===== src/rtl/uart_pkg.sv =====
// Shared definitions for the UART loopback path: default widths/depths and the
// transmit pacing FSM state encoding used by the bridge.
package uart_pkg;

    localparam int DATA_W_DEF = 8;
    localparam int DEPTH_DEF  = 16;
    localparam int ARM_TO_DEF = 4;

    typedef enum logic [1:0] {
        ST_IDLE  = 2'd0,
        ST_FIRE  = 2'd1,
        ST_ARM   = 2'd2,
        ST_DRAIN = 2'd3
    } tx_state_e;

endpackage : uart_pkg


===== src/rtl/uart_byte_fifo.sv =====
// Circular byte FIFO between uart_recv and the transmit pacing FSM: storage,
// pointers, registered occupancy flags and a sticky overflow indicator.
module uart_byte_fifo
    import uart_pkg::*;
#(
    parameter int DATA_W = DATA_W_DEF,
    parameter int DEPTH  = DEPTH_DEF,
    localparam int ADDR_W = $clog2(DEPTH)
) (
    input  logic              sys_clk,
    input  logic              sys_rst,
    input  logic              push_req,
    input  logic [DATA_W-1:0] push_data,
    input  logic              pop,
    output logic [DATA_W-1:0] rd_data,
    output logic [ADDR_W:0]   count,
    output logic              empty,
    output logic              full,
    output logic              overflow
);

    localparam logic [ADDR_W:0]   FULL_CNT = (ADDR_W + 1)'(DEPTH);
    localparam logic [ADDR_W:0]   CNT_ONE  = (ADDR_W + 1)'(1);
    localparam logic [ADDR_W-1:0] PTR_ONE  = ADDR_W'(1);

    logic [DATA_W-1:0] mem_q [DEPTH];
    logic [ADDR_W-1:0] wr_ptr_q, wr_ptr_d;
    logic [ADDR_W-1:0] rd_ptr_q, rd_ptr_d;
    logic [ADDR_W:0]   count_q, count_d;
    logic              empty_q, empty_d;
    logic              full_q, full_d;
    logic              overflow_q, overflow_d;
    logic              push_ok;
    logic              pop_ok;

    // NOTE: every always_comb output gets a default first, so no path leaves a
    // signal unassigned and no latch is inferred.
    always_comb begin
        wr_ptr_d   = wr_ptr_q;
        rd_ptr_d   = rd_ptr_q;
        count_d    = count_q;
        overflow_d = overflow_q;
        pop_ok     = pop && !empty_q;
        // A pop in the same cycle frees the slot, so a full FIFO still accepts.
        push_ok    = push_req && (!full_q || pop_ok);

        if (push_ok) begin
            wr_ptr_d = wr_ptr_q + PTR_ONE;
        end else if (push_req) begin
            overflow_d = 1'b1;
        end
        if (pop_ok) begin
            rd_ptr_d = rd_ptr_q + PTR_ONE;
        end

        unique case ({push_ok, pop_ok})
            2'b10:   count_d = count_q + CNT_ONE;
            2'b01:   count_d = count_q - CNT_ONE;
            default: count_d = count_q;
        endcase

        empty_d = (count_d == '0);
        full_d  = (count_d == FULL_CNT);
    end

    // NOTE: sequential state is assigned with <= only, so every flop samples
    // the pre-edge values regardless of statement order.
    always_ff @(posedge sys_clk) begin
        if (sys_rst) begin
            wr_ptr_q   <= '0;
            rd_ptr_q   <= '0;
            count_q    <= '0;
            empty_q    <= 1'b1;
            full_q     <= 1'b0;
            overflow_q <= 1'b0;
        end else begin
            wr_ptr_q   <= wr_ptr_d;
            rd_ptr_q   <= rd_ptr_d;
            count_q    <= count_d;
            empty_q    <= empty_d;
            full_q     <= full_d;
            overflow_q <= overflow_d;
        end
    end

    // NOTE: the storage array is deliberately not reset; the pointers and count
    // define which entries are valid, so stale contents are never observed.
    always_ff @(posedge sys_clk) begin
        if (push_ok) begin
            mem_q[wr_ptr_q] <= push_data;
        end
    end

    assign rd_data  = mem_q[rd_ptr_q];
    assign count    = count_q;
    assign empty    = empty_q;
    assign full     = full_q;
    assign overflow = overflow_q;

endmodule : uart_byte_fifo


===== src/rtl/uart_rx_fifo_bridge.sv =====
// Elastic buffer from uart_recv to uart_send: every received byte is queued and
// a pacing FSM hands bytes to the transmitter one at a time, obeying tx_busy.
module uart_rx_fifo_bridge
    import uart_pkg::*;
#(
    parameter int DATA_W = DATA_W_DEF,
    parameter int DEPTH  = DEPTH_DEF,
    parameter int ARM_TO = ARM_TO_DEF,
    localparam int ADDR_W = $clog2(DEPTH)
) (
    input  logic              sys_clk,
    input  logic              sys_rst,
    input  logic              rx_done,
    input  logic [DATA_W-1:0] rx_data,
    input  logic              tx_busy,
    output logic              tx_en,
    output logic [DATA_W-1:0] tx_data,
    output logic [ADDR_W:0]   fifo_count,
    output logic              fifo_empty,
    output logic              fifo_full,
    output logic              overflow
);

    localparam int ARM_W = (ARM_TO > 1) ? $clog2(ARM_TO) : 1;
    localparam logic [ARM_W-1:0] ARM_LAST = ARM_W'(ARM_TO - 1);
    localparam logic [ARM_W-1:0] ARM_ONE  = ARM_W'(1);

    tx_state_e         state_q, state_d;
    logic              tx_en_q, tx_en_d;
    logic [DATA_W-1:0] tx_data_q, tx_data_d;
    logic [ARM_W-1:0]  arm_cnt_q, arm_cnt_d;
    logic              pop;
    logic [DATA_W-1:0] head_data;

    uart_byte_fifo #(
        .DATA_W (DATA_W),
        .DEPTH  (DEPTH)
    ) u_fifo (
        .sys_clk   (sys_clk),
        .sys_rst   (sys_rst),
        .push_req  (rx_done),
        .push_data (rx_data),
        .pop       (pop),
        .rd_data   (head_data),
        .count     (fifo_count),
        .empty     (fifo_empty),
        .full      (fifo_full),
        .overflow  (overflow)
    );

    always_comb begin
        state_d   = state_q;
        tx_en_d   = 1'b0;
        tx_data_d = tx_data_q;
        arm_cnt_d = arm_cnt_q;
        pop       = 1'b0;

        unique case (state_q)
            ST_IDLE: begin
                if (!fifo_empty) begin
                    pop       = 1'b1;
                    tx_data_d = head_data;
                    tx_en_d   = 1'b1;
                    state_d   = ST_FIRE;
                end
            end
            ST_FIRE: begin
                arm_cnt_d = '0;
                state_d   = ST_ARM;
            end
            ST_ARM: begin
                // A transmitter that never acknowledges must not stall the queue.
                if (tx_busy) begin
                    state_d = ST_DRAIN;
                end else if (arm_cnt_q == ARM_LAST) begin
                    state_d = ST_IDLE;
                end else begin
                    arm_cnt_d = arm_cnt_q + ARM_ONE;
                end
            end
            ST_DRAIN: begin
                if (!tx_busy) begin
                    state_d = ST_IDLE;
                end
            end
            default: state_d = ST_IDLE;
        endcase
    end

    always_ff @(posedge sys_clk) begin
        if (sys_rst) begin
            state_q   <= ST_IDLE;
            tx_en_q   <= 1'b0;
            tx_data_q <= '0;
            arm_cnt_q <= '0;
        end else begin
            state_q   <= state_d;
            tx_en_q   <= tx_en_d;
            tx_data_q <= tx_data_d;
            arm_cnt_q <= arm_cnt_d;
        end
    end

    assign tx_en   = tx_en_q;
    assign tx_data = tx_data_q;

endmodule : uart_rx_fifo_bridge


===== config.mk =====
export PLATFORM = sky130hd
export DESIGN_NAME = uart_rx_fifo_bridge
export DESIGN_NICKNAME = d
export VERILOG_FILES = /design/src/rtl/uart_pkg.sv /design/src/rtl/uart_byte_fifo.sv /design/src/rtl/uart_rx_fifo_bridge.sv
export SDC_FILE = /design/constraint.sdc
export NUM_CORES = 1
export LEC_CHECK = 0
export CORE_UTILIZATION = 64
export CTS_BUF_LIST = sky130_fd_sc_hd__clkbuf_8 sky130_fd_sc_hd__clkbuf_16
export DETAILED_ROUTE_END_ITERATION = 8
export GPL_TIMING_DRIVEN = 1
export PLACE_DENSITY = 0.9
export SKIP_CTS_REPAIR_TIMING = 1
export SYNTH_ARGS = -nofsm -noshare
export SYNTH_HDL_FRONTEND = slang
export SYNTH_HIERARCHICAL = 1
export SYNTH_SLANG_ARGS = --single-unit

===== constraint.sdc =====
create_clock -name sys_clk -period 5.3 [get_ports sys_clk]
set_input_delay 1.06 -clock sys_clk [delete_from_list [all_inputs] [get_ports sys_clk]]
set_output_delay 1.06 -clock sys_clk [all_outputs]
set_load 0.02 [all_outputs]

# After elaboration in Yosys (flattened, before gate mapping)
# Memories as Yosys holds them, arrays and structs flattened. A register that Yosys moved wholly into a read port is not among the register bits.
# Cells that the tools add are included.
# classes
eq_ne	12
addsub	5
bitwise	2
n_mux	13
n_reduce_logical	12
# op_table
operator	count
$mux W2	6
$pmux W5 S2	1
$add A4 B1 Y4 const B	2
$eq A2 B2 Y1 const B	4
$ne A2 B2 Y1 const B	4
$pmux W2 S4	1
$reduce_and A3 Y1	2
$add A5 B1 Y5 const B	1
$eq A5 B5 Y1 const B	1
$logic_not A5 Y1	1
$sub A5 B1 Y5 const B	1
$eq A2 B1 Y1 const B	2
$mux W1	4
$pmux W2 S2	1
$reduce_and A2 Y1	2
$ne A3 B3 Y1 const B	1
$add A2 B1 Y2 const B	1
$logic_and A1 B1 Y1	2
$logic_not A1 Y1	2
$logic_not A2 Y1	1
$not A1 Y1	2
$reduce_bool A2 Y1	1
$logic_or A1 B1 Y1	1
# word_totals
elab_cells	54
output_inout_bits	17
mem_bits_rw	128
mem_count	1
input_bits	12
ff_bits	21
# mem_list
memory	words	width	rd	rd_clocked_by_memory_dff	write_ports	line_no	source
u_fifo.mem_q	16	8	1	1	1	uart_byte_fifo.sv:26	logic [DATA_W-1:0] mem_q [DEPTH];

# Logic depth before layout (Yosys ltp)
# Gate-level depths: netlist (run 1).
# depth
word_depth	8
depth_mapped	15
ltp_nobuf	13

# Modules after synthesis
# The synthesis (run 1) kept the hierarchy.
# by_module_without_submodules
module	area_per_inst_um2	cells_per_inst	seq_area_each_um2	instances
uart_byte_fifo	5853.1	305	4244.1	1
uart_rx_fifo_bridge	523.0	61	260.2	1

# Worst setup path after synthesis (run 1)
# Ideal clock, no wire load.
# synth_path
path_type	input-to-reg
start	input rx_done
end	register u_fifo.full_q (netlist: u_fifo/full)
cell_stages	11
arrival_time_ns	3.026
setup_ns	0.117
setup_slack_ns	2.157
path_cell_list	a21boi_2 inv_1 ha_1 buf_2 xor2_1 ha_1 nor2_1 o31a_1 o211ai_1 xor2_1 and4bb_1
# synth_between
elab_chain_cells	4
# synth_lines
element	line_no	source
from (decl)	uart_rx_fifo_bridge.sv:13	input logic rx_done,
$logic_and A1 B1 Y1 (*)	uart_byte_fifo.sv:45	push_ok = push_req && (!full_q || pop_ok);
$eq A2 B1 Y1 / $eq A2 B2 Y1 (equally long branches)	uart_byte_fifo.sv:56	unique case ({push_ok, pop_ok})
$pmux W5 S2 (*)	uart_byte_fifo.sv:56	
$eq A5 B5 Y1 (*)	uart_byte_fifo.sv:63	full_d = (count_d == FULL_CNT);
to (signal assigned)	uart_byte_fifo.sv:81	full_q <= full_d;
to (decl)	uart_byte_fifo.sv:31	logic full_q, full_d;
# Mark *: on every way between the ends. The rest lies on a longest branch, timed or not.
# A chain may end at the register's enable or synchronous reset.

# Worst setup path in the final report (run 1)
# layout_path
start	register state_q[0]
end	register u_fifo.full_q (netlist: u_fifo/full)
# layout_between
elab_chain_cells	8
# layout_lines
element	line_no	source
from (decl)	uart_rx_fifo_bridge.sv:28	tx_state_e state_q, state_d;
from (signal assigned)	uart_rx_fifo_bridge.sv:97	state_q <= state_d;
$logic_not A2 Y1 (*)	uart_rx_fifo_bridge.sv:58	unique case (state_q)
$mux W1 (*)	n/a	
net pop	uart_rx_fifo_bridge.sv:32	logic pop;
$logic_and A1 B1 Y1 (*)	uart_byte_fifo.sv:43	pop_ok = pop && !empty_q;
$logic_or A1 B1 Y1	uart_byte_fifo.sv:45	
$logic_and A1 B1 Y1	uart_byte_fifo.sv:45	
$eq A2 B1 Y1 / $eq A2 B2 Y1 (equally long branches)	uart_byte_fifo.sv:56	
$pmux W5 S2 (*)	uart_byte_fifo.sv:56	
$eq A5 B5 Y1 (*)	uart_byte_fifo.sv:63	
# The timed path passes the listed nets; every way through them passes the cells marked *.

==> impl_metrics.toml, run 1 <==
[sta]
skew_ns = 0.00903
fmax_mhz = 281
hold_ws_ns = 0.462
slew-limit-headroom_pct = 21.1
final-max-slew-violation-count = 0
report.final.setup_viol = 0
rsz0062_at_grt = "no"
min_period_ns = 3.56
fin_setup_tns_ns = 0
final-hold-violation-count = 0
slew_worst_pin_ns = 1.18
final.period_utilization_pct = 67.2

[worst_setup_path]
crit_arrival_ns = 3.98
largest_fanout_on_the_critical_path = 11
worst_setup_path_end_kind = "flip-flop"
timing.critical_path.required_ns = 5.72
startpoint_type = "flip-flop"
critical_path_class = "reg -> reg"

[detailed_routing]
detailedRoute.firstIterationViolations = 373
drtAntennaViolNets = 0
wl_um = 13400
avgRoutedWirePerCell_um = 24.7
vias = 3516
avg_vias_per_cell = 6.46
drc = 0
number_of_detailed_route_iterations_in_the_first_pass = 5

[clock_network]
numCtsBuffers = 17
cts_root_buffer_type = "sky130_fd_sc_hd__clkbuf_8"
clock_tree.buffer_depth = 2
cts_tree = "done"
cts.clk_slew.worst_paths_ns = 0.06
maximum_level_of_the_cts_h_tree = 4
clkSinkCount = 161
clk_latency_ns = 0.53

[floorplanning]
io-pin-count = 29
die_y_um = 102
placementRows = 36
starting_density_of_the_core_pct = 65.5
design.die.area_um2 = 10400
core_um2 = 9730
die_w_um = 102

[synth]
post_synthesis_net_count = 387
synth_mux_area_share_pct = 14.4
yosys-top-cells-area = "sky130_fd_sc_hd__edfxtp_1 (60%), sky130_fd_sc_hd__mux4_2 (14%), sky130_fd_sc_hd__dfxtp_1 (10%), sky130_fd_sc_hd__nor2_1 (2.1%), sky130_fd_sc_hd__ha_1 (1.8%)"
synth.lib_cells_used.distinct = 41
yosys-top-cells-count = "sky130_fd_sc_hd__edfxtp_1 (128), sky130_fd_sc_hd__mux4_2 (40), sky130_fd_sc_hd__nor2_1 (35)"
synth_top_area_share_pct = 60.3
largest_family_of_logic_cells_by_synthesized_area = "multiplexers"
synth-compound-area-share_pct = 3.26
synth_adder_area_share_pct = 1.77
synth_xor_area_share_pct = 1.51
synth_area_um2 = 6380
yosysMostFrequentCell = "sky130_fd_sc_hd__edfxtp_1"
syn_avg_cell_area_um2 = 17.4
post-synth-top-area-cell = "sky130_fd_sc_hd__edfxtp_1"
synth.yosys.warnings = 6
post_synth_and_or_nand_nor_area_fraction_pct = 5.95
syn-instance-count = 366
number_of_synthesized_flops_with_an_enable_pin = 128
synth_seq_area_share_pct = 70.6
synth_async_sr_flop_share_pct = 0
yosys_register_bits = 161
synth_ff_type = "sky130_fd_sc_hd__edfxtp_1"

[power_and_ir_drop]
power-per-cell-area_nw_per_um2 = 444
power.leakage_nw = 2.40
power.ir.vdd_worst_mv = 0.250

[cells_and_area]
finalNetCount = 419
post_route_cells_drive_above_1_share_pct = 18.7
area_growth_syn_to_layout_pct = 15.1
fillers = 541
seqCellArea_um2 = 4510
antenna_cells = 0
multiInputGateArea_um2 = 1720

[grt]
grt_antenna_before_repair = 0
grt_max_degree = 33
gr-usage-all-layers_pct = 29.0
grt_remaining_overflow = 0
grt_pass1_wl_um = 20700
first_global_vias = 3482

[run]
cap_violations = 0

[run_status]
status = "complete, no violations"

[place]
post-dp-hpwl_um = 7950
buffer_ports.inserted = 28
place_congestion = 0.740

[min_path]
timing.hold.worst.class = "reg -> reg"
## area by class of cell
cell class | count | area share, %
Tap cell | 133 | 2.27
Timing Repair Buffer | 33 | 4.33
Multi-Input combinational cell | 176 | 23.4
Sequential cell | 161 | 61.4
Clock inverter | 15 | 2.44
Clock buffer | 17 | 5.64
Inverter | 9 | 0.528
## worst paths after layout
path                      startpoint                 endpoint  slack (ns)  cells after the start
max          state_q[0]$_SDFFE_PP0P_   u_fifo/full$_SDFF_PP0_        1.74                     13
min          tx_data[1]$_SDFFE_PP0P_  tx_data[1]$_SDFFE_PP0P_        0.46                      2
max reg2reg  state_q[0]$_SDFFE_PP0P_   u_fifo/full$_SDFF_PP0_        1.74                     13
min reg2reg  tx_data[1]$_SDFFE_PP0P_  tx_data[1]$_SDFFE_PP0P_        0.46                      2
## kinds of logic (layout without fill, tap and decap cells)
logic type | after synthesis | count (layout)
AO/OA/AOI/OAI | 32 | 32
XOR/XNOR | 11 | 11
adder cells (fa/ha/maj) | 9 | 9
buffers and inverters | 29 | 74
flip-flops | 161 | 161
multiplexers | 42 | 42
AND/OR/NAND/NOR | 82 | 82
## through the flow
stage | cells | util (%) | area (um^2) | power (mW) | setup slack (ns)
6_report | 544 | 75.4 | 7340 | 3.26 | 1.74
5_1_grt | 544 | 75.4 | 7340 | 3.37 | 1.45
4_1_cts | 544 | 75.4 | 7340 | 3.27 | 1.76
3_5_place_dp | 512 | 69.3 | 6750 | 2.05 | 1.41
2_1_floorplan | 366 | - | 6380 | 1.89 | 2.16
3_3_place_gp | 512 | 69.3 | 6750 | 2.02 | 1.58
## power by group
part	internal, mW	switching (mW)	total, mW
sequential	1.43	0.0609	1.49
clock	0.755	0.469	1.22
combinational	0.260	0.290	0.550
## worst max-delay path, stage by stage (launching register included)
cell                       delay (ns)
sky130_fd_sc_hd__dfxtp_1         0.38
sky130_fd_sc_hd__or3_4           0.50
sky130_fd_sc_hd__clkinv_4        0.12
sky130_fd_sc_hd__nand2b_1        0.14
sky130_fd_sc_hd__a21boi_2        0.37
sky130_fd_sc_hd__inv_1           0.14
sky130_fd_sc_hd__ha_1            0.33
sky130_fd_sc_hd__xor2_1          0.21
sky130_fd_sc_hd__ha_1            0.22
sky130_fd_sc_hd__nor2_1          0.07
sky130_fd_sc_hd__o31a_1          0.25
sky130_fd_sc_hd__o211ai_1        0.22
sky130_fd_sc_hd__xor2_1          0.26
sky130_fd_sc_hd__and4bb_1        0.24
## registers in the layout, indices dropped and copies added, names as in the netlist, named ones only
register,flops
u_fifo/wr_ptr_q,4
arm_cnt_q,2
u_fifo/mem_q,128
state_q,2
u_fifo/count,5
tx_data,8
u_fifo/empty,1
u_fifo/full,1
u_fifo/rd_ptr_q,4
tx_en,1
u_fifo/overflow,1
## routing by layer
layer,up-vias,track usage (%),wire [um]
met1,1806,39.3,5450
met4,0,12.3,352
li1,1485,-,-
met5,-,0,0
met3,34,5.68,779
met2,191,47.0,6850
## cell usage in the layout (no fill, tap or decap), types with 3 or more instances in the layout
cell / instances
sky130_fd_sc_hd__edfxtp_1: 128
sky130_fd_sc_hd__mux4_2: 40
sky130_fd_sc_hd__nor2_1: 35
sky130_fd_sc_hd__dfxtp_1: 31
sky130_fd_sc_hd__clkdlybuf4s50_1: 28
sky130_fd_sc_hd__nand2_1: 25
sky130_fd_sc_hd__clkbuf_16: 16
sky130_fd_sc_hd__inv_1: 14
sky130_fd_sc_hd__a21oi_1: 13
sky130_fd_sc_hd__ha_1: 9
sky130_fd_sc_hd__xor2_1: 9
sky130_fd_sc_hd__buf_4: 5
sky130_fd_sc_hd__nand2b_1: 4
sky130_fd_sc_hd__bufinv_16: 4
sky130_fd_sc_hd__nor3_1: 4
sky130_fd_sc_hd__o21ai_0: 4
sky130_fd_sc_hd__nor2b_1: 3
sky130_fd_sc_hd__nand4_1: 3
No activity file was read; power rests on OpenSTA's default activity.
==> inputs of run 2 (changes only) <==
CORE_UTILIZATION = 54   (was 64)
PLACE_DENSITY = 0.81   (was 0.9)
clock period = 3.2 ns   (was 5.3 ns; I/O delays follow)
==> run 2 against run 1 <==
- via count is 3.8% lower
- cell count is 5.5% higher
- critical path depth stayed put
- fmax is 20% higher
- first-iteration DRC count is 35% lower
- combinational power is 75% higher
- register-to-register slack worse by 1.5 ns
- non-clock buffer count is 20 higher
- clock power is 67% higher
- sequential cell count stayed put
- worst setup slack worse by 1.5 ns
- critical path type unchanged
- largest cell class unchanged
- highest routed layer unchanged
==> impl_metrics.toml, run 2 (synthesized netlist as in run 1, its figures left out) <==
[cells_and_area]
layout_commonest_cell = "sky130_fd_sc_hd__edfxtp_1"
area_growth_syn_to_layout_pct = 18.2
regMostFlops = "u_fifo/mem_q"
number_of_flip_flops_under_the_largest_register_name = 128
finalNetCount = 439
mostFrequentLayoutCells = "sky130_fd_sc_hd__edfxtp_1 (128), sky130_fd_sc_hd__mux4_2 (40), sky130_fd_sc_hd__nor2_1 (35)"
post_route_cells_drive_above_1_share_pct = 24.4
antenna_cells = 0

[floorplanning]
design.die.area_um2 = 12200
placementRows = 39
die_y_um = 111
starting_density_of_the_core_pct = 55.6
io-pin-count = 29
die_w_um = 111
core_um2 = 11500

[sta]
final.period_utilization_pct = 92.6
rsz0062_at_grt = "no"
final-max-slew-violation-count = 0
hold_ws_ns = 0.461
fmax_mhz = 338
fin_setup_tns_ns = 0
slew_worst_pin_ns = 0.711
min_period_ns = 2.96
report.final.setup_viol = 0
slew-limit-headroom_pct = 52.5
final-hold-violation-count = 0
skew_ns = 0.0112

[detailed_routing]
number_of_detailed_route_iterations_in_the_first_pass = 5
drtAntennaViolNets = 0
detailroute.wirelength.met2_um = 5940
wl_met3_um = 516
vias = 3381
drc = 0
detailedRoute.firstIterationViolations = 242
route.top_layer_used = "met4"
avg_vias_per_cell = 5.89
avgRoutedWirePerCell_um = 20.4
wl_um = 11700
routedLengthMet1_um = 5090

[run]
cap_violations = 0

[grt]
first_global_vias = 3440
grt_remaining_overflow = 0
grt_pass1_wl_um = 18800
grt_max_degree = 33
grt_antenna_before_repair = 0
gr-usage-all-layers_pct = 20.7

[worst_setup_path]
startpoint_type = "flip-flop"
rr_worst_depth = 13
worst_setup_path_end_kind = "flip-flop"
critical_path_class = "reg -> reg"
crit_arrival_ns = 3.27
largest_fanout_on_the_critical_path = 9
timing.critical_path.required_ns = 3.51

[clock_network]
cts.clk_slew.worst_paths_ns = 0.06
cts_tree = "done"
clkSinkCount = 161
cts_root_buffer_type = "sky130_fd_sc_hd__clkbuf_16"
clock_tree.buffer_depth = 2
maximum_level_of_the_cts_h_tree = 4
numCtsBuffers = 17
clk_latency_ns = 0.42

[power_and_ir_drop]
power.internal_mw = 4.08
p_switching_mw = 1.39
power.share.clock_pct = 37.4
comb_power_share_pct = 17.6
power.ir.vdd_worst_mv = 0.467
power.sequential.fraction_pct = 45.0
power.leakage_nw = 2.50
switching_power_share_of_the_total_pct = 25.4
power-per-cell-area_nw_per_um2 = 724

[place]
place_congestion = 0.783
post-dp-hpwl_um = 7410
buffer_ports.inserted = 28

[run_status]
status = "complete, no violations"

[min_path]
hold_depth = 2
timing.hold.worst.class = "reg -> reg"
## run 2: layout make-up
class                      instances  area, um^2
sequential                       161        4510
fill                             705        3930
multi-input combinational        176        1730
timing repair buffer              53         480
clock buffer                      17         425
clock inverter                    15         183
tap                              143         179
inverter                           9        38.8
## run 2: critical path, cell delays in order, from the launching register on
cell,delay [ns]
sky130_fd_sc_hd__dfxtp_1,0.35
sky130_fd_sc_hd__or3_4,0.43
sky130_fd_sc_hd__clkinv_4,0.11
sky130_fd_sc_hd__nand2b_4,0.07
sky130_fd_sc_hd__a21boi_2,0.14
sky130_fd_sc_hd__inv_1,0.07
sky130_fd_sc_hd__ha_1,0.24
sky130_fd_sc_hd__xor2_1,0.20
sky130_fd_sc_hd__ha_2,0.23
sky130_fd_sc_hd__nor2_1,0.05
sky130_fd_sc_hd__o31a_1,0.26
sky130_fd_sc_hd__o211ai_1,0.23
sky130_fd_sc_hd__xor2_1,0.25
sky130_fd_sc_hd__and4bb_1,0.24
## run 2: power by group through the flow
| stage | Sequential [mW] | Clock [mW] | Combinational [mW] |
|---|---|---|---|
| floorplan | 2.53 | 0 | 0.612 |
| global route | 2.47 | 2.15 | 1.04 |
| CTS | 2.45 | 2.07 | 0.929 |
| global placement | 2.49 | 0 | 0.885 |
| finish | 2.46 | 2.04 | 0.962 |
| detailed placement | 2.50 | 0 | 0.915 |
## run 2: layer usage
layer | GRT usage, % | vias up
met1 | 28.4 | 1730
met3 | 4.10 | 11
met5 | 0 | -
li1 | - | 1525
met4 | 7.20 | 0
met2 | 33.5 | 115
## run 2: through the flow
step	setup slack, ns	cells	power, mW	util [%]	cell area (um^2)
floorplan	0.111	366	3.14	-	6380
global placement	0.201	538	3.37	60.1	6890
detailed placement	0.0611	538	3.41	60.1	6890
CTS	0.0126	570	5.45	65.4	7500
global route	0.0439	574	5.66	65.8	7540
finish	0.238	574	5.46	65.8	7540
## run 2: worst paths after layout
path,start,to,slack [ns]
worst min-delay path,tx_data[6]$_SDFFE_PP0P_,tx_data[6]$_SDFFE_PP0P_,0.46
worst max-delay path,state_q[1]$_SDFFE_PP0P_,u_fifo/full$_SDFF_PP0_,0.24
worst min register to register,tx_data[6]$_SDFFE_PP0P_,tx_data[6]$_SDFFE_PP0P_,0.46
worst max register to register,state_q[1]$_SDFFE_PP0P_,u_fifo/full$_SDFF_PP0_,0.24
==> RTL change 1 (flow settings as in run 2) <==
The package constant `DEPTH_DEF` goes from 16 to 8.
--- a/src/rtl/uart_pkg.sv
+++ b/src/rtl/uart_pkg.sv
@@ -3,7 +3,7 @@
 package uart_pkg;
 
     localparam int DATA_W_DEF = 8;
-    localparam int DEPTH_DEF  = 16;
+    localparam int DEPTH_DEF  = 8;
     localparam int ARM_TO_DEF = 4;
 
     typedef enum logic [1:0] {
Ports: changed (resized fifo_count); port bits go from 29 to 28. No check against the original RTL was run, so the function may have changed too.
==> RTL change 1 against run 2 <==
The flow now finishes with violations (DRC); synthesized cell count shrank 36%; wire length fell by 48%; setup slack improved by 0.069 ns; synthesized area fell by 42%; sequential cell count is 68 lower; final area is 43% lower; total power fell by 51%.
==> RTL change 1: results (changes against run 2) <==
| Metric | Value |
|---|---|
| P_leak | 0.00152 uW (was 0.00250 uW) |
| Met1 Usage GRT | 23.0% (was 28.4%) |
| Largest net degree at the start of global routing | 17 (was 33) |
| Routing usage on met2 | 29.9% (was 33.5%) |
| Drt first-iter violations | 123 (was 242) |
| Hold wc startpoint | tx_data[7] (was tx_data[6]) |
| Hold Path End | tx_data[7] (was tx_data[6]) |
| Top cells by area, synth | edfxtp_1, dfxtp_1, mux4_1 (was edfxtp_1, mux4_2, dfxtp_1) |
| Gate power share | 20.7% (was 17.6%) |
| Critical path fanouts, max | 11 (was 9) |
| Library cells used by synthesis | 37 (was 41) |
| Detailed Routing Iterations Pass 1 | 6 (was 5) |
| Switching share of power | 27.6% (was 25.4%) |
| Sequential cell area share | 58.0% (was 59.8%) |
| FF-to-FF setup slack | 0.31 ns (was 0.24 ns) |
| Final nets | 300 (was 439) |
| Final critical-path required period | 2.89 ns (was 2.96 ns) |
| Number of flip-flops in the largest register | 64 (was 128) |
| #MultiIn Comb | 128 (was 176) |
| H-tree depth | 3 (was 4) |
| Fraction of area in clock buffers and inverters | 3.86% (was 8.07%) |
| Setup Skew | 0.0123 ns (was 0.0112 ns) |
| Met2 routed WL | 3000 um (was 5940 um) |
| Setup crit start | state_q[0] (was state_q[1]) |
| First-pass GRT wire length | 9680 um (was 18800 um) |
| Outcome | finished, violations left (was complete, no violations) |
| Hpwl dp | 4200 um (was 7410 um) |
| Seq/Total Area, Yosys | 67.4% (was 70.6%) |
| Port Buf Inserts | 27 (was 28) |
| Worst VDD drop | 0.268 mV (was 0.467 mV) |
| Clk network pwr share | 24.9% (was 37.4%) |
| Failing checks | DRC |
| Clock transition at path regs | 0.09 ns (was 0.06 ns) |
| Worst Tran Pin Value | 0.892 ns (was 0.711 ns) |
| Commonest cells in the synthesized netlist | edfxtp_1, dfxtp_1, nand2_1 (was edfxtp_1, mux4_2, nor2_1) |
| Area occupied by multi-input gates | 1120 um^2 (was 1730 um^2) |
| Share of layout cells above drive strength 1 | 16.4% (was 24.4%) |
| Placed insts | 348 (was 538) |
| Inverters | 5 (was 9) |
| Clk_lat worst skew | 0.35 ns (was 0.42 ns) |
| Final-layout clock buffer total | 9 (was 17) |
| Met3 usage | 5.84% (was 4.10%) |
| Root Driver | clkbuf_8 (was clkbuf_16) |
| Routed Wire Length | 6040 um (was 11700 um) |
| DRC violations left | 3 (was 0) |
| Worst slack, placed | 0.237 ns (was 0.0611 ns) |
| Syn Nets | 253 (was 387) |
| Gpl congestion | 0.774 (was 0.783) |
[RTL change 1: cells by family after synthesis]
kind of cell | after synthesis | share of synthesized area [%]
AOI/OAI and AO/OA | 26 | 4.55
xor gates and xnor gates | 7 | 1.65
adders and majority gates | 6 | 2.02
buffers and inverters | 14 | 2.39
DFF | 93 | 67.4
muxes | 25 | 13.9
and+or+nand+nor | 64 | 8.02
[RTL change 1: per-stage QoR]
stage	power (uW)	cell area, um^2	hold slack (ns)
after global routing	2820	4310	0.473
after global placement	2020	4150	0.443
after detailed placement	2040	4150	0.448
after CTS	2700	4310	0.460
after floorplan	1870	3710	0.447
final	2680	4310	0.456
[RTL change 1: critical path, delay by kind of cell (launching register included)]
kind            cells  cell delay (ns)
simple gates        4             0.83
xor+xnor            3             0.54
fa+ha+maj           2             0.46
buf+inv             2             0.22
flops               1             0.39
compound gates      2             0.35
==> RTL change 2 (flow settings as in run 2) <==
Made on the original files. Re-encode `tx_state_e` (4 states) as one-hot, 4 bits wide.
--- a/src/rtl/uart_pkg.sv
+++ b/src/rtl/uart_pkg.sv
@@ -6,11 +6,11 @@
     localparam int DEPTH_DEF  = 16;
     localparam int ARM_TO_DEF = 4;
 
-    typedef enum logic [1:0] {
-        ST_IDLE  = 2'd0,
-        ST_FIRE  = 2'd1,
-        ST_ARM   = 2'd2,
-        ST_DRAIN = 2'd3
+    typedef enum logic [3:0] {
+        ST_IDLE  = 4'b0001,
+        ST_FIRE  = 4'b0010,
+        ST_ARM   = 4'b0100,
+        ST_DRAIN = 4'b1000
     } tx_state_e;
 
 endpackage : uart_pkg
Formal check against the unedited RTL: same outputs for any inputs over 10 cycles, from zero or initial values and one cycle with sys_rst high; not proved beyond that.
==> RTL change 2 against run 2 <==
The run now ends with DRC left; final area grew 1.4%; setup slack gained 0.20 ns; highest routed layer unchanged; critical path depth is the same; sequential cell count grew 2; count of clock-buffer cells in the layout is the same; total power shrank 0.20%; synthesized area grew 1.9%; final cell count grew 1.2%; wire length grew 4.9%; core utilization grew 0.34 points; global-route usage grew 0.74 points.
==> RTL change 2: results (changes against run 2) <==
| Metric | Value |
|---|---|
| Hpwl dp | 7560 um (was 7410 um) |
| WL per Instance | 21.1 um (was 20.4 um) |
| P_leak | 0.00256 uW (was 0.00250 uW) |
| Xor-xnor portion of the synthesized cell area | 1.62% (was 1.51%) |
| Compound-cell area share of the yosys netlist | 2.06% (was 3.26%) |
| Post-synthesis mux area share | 15.8% (was 14.4%) |
| Syn Inst Count | 375 (was 366) |
| Gpl congestion | 0.767 (was 0.783) |
| Hold wc startpoint | tx_data[2] (was tx_data[6]) |
| Commonest cells in the synthesized netlist | edfxtp_1, mux4_2, dfxtp_1, nor2_1, nand2_1 (was edfxtp_1, mux4_2, nor2_1) |
| Arrival time worst endpoint | 3.08 ns (was 3.27 ns) |
| Outcome | finished, violations left (was complete, no violations) |
| DRC violations left | 3 (was 0) |
| Worst slack, placed | 0.151 ns (was 0.0611 ns) |
| Seq/Total Area, Yosys | 69.9% (was 70.6%) |
| Wl on met1 | 5160 um (was 5090 um) |
| Routed Wire Length | 12300 um (was 11700 um) |
| Syn Nets | 396 (was 387) |
| Placed cell area | 7040 um^2 (was 6890 um^2) |
| Met3 Wirelength | 776 um (was 516 um) |
| Setup Skew | 0.00645 ns (was 0.0112 ns) |
| Storage element area | 4550 um^2 (was 4510 um^2) |
| Critical path fanouts, max | 7 (was 9) |
| Met1 Usage GRT | 28.2% (was 28.4%) |
| Detailed Routing Iterations Pass 1 | 7 (was 5) |
| FF-to-FF setup slack | 0.43 ns (was 0.24 ns) |
| Switching share of power | 25.9% (was 25.4%) |
| Worst Tran Pin Value | 0.565 ns (was 0.711 ns) |
| Crit share post-route | 86.4% (was 92.6%) |
| Adder-Cell Fraction of Synth Area | 1.73% (was 1.77%) |
| Met2 routed WL | 6020 um (was 5940 um) |
| Failing checks | DRC |
| Hold Path End | tx_data[2] (was tx_data[6]) |
| Drt first-iter violations | 338 (was 242) |
| Met3 usage | 5.72% (was 4.10%) |
| Placed insts | 549 (was 538) |
| Setup crit start | state_q[2] (was state_q[1]) |
[RTL change 2: cell count changes after synthesis, sizes merged, moves of 2 or more]
cell	change
a21oi	-11
and2	+2
and3	+2
dfxtp	+2
mux2i	+9
nor3b	+2
o21ai	+2
o32ai	-2
[RTL change 2: power groups by stage]
stage | Clock (uW) | Combinational (uW) | Sequential, uW
finish | 2020 | 920 | 2520
global route | 2140 | 994 | 2540
CTS | 2040 | 923 | 2520
detailed placement | 0 | 906 | 2560
global placement | 0 | 888 | 2560
floorplan | 0 | 603 | 2570
[RTL change 2: final cells by class]
| cell class | instances | area share, % |
|---|---|---|
| well taps | 143 | 2.34 |
| multi-input cells | 185 | 23.9 |
| clock inverters | 15 | 2.29 |
| repair buffers | 51 | 6.09 |
| clock buffers | 17 | 5.57 |
| inverters | 7 | 0.344 |
| flip-flops and latches | 163 | 59.5 |
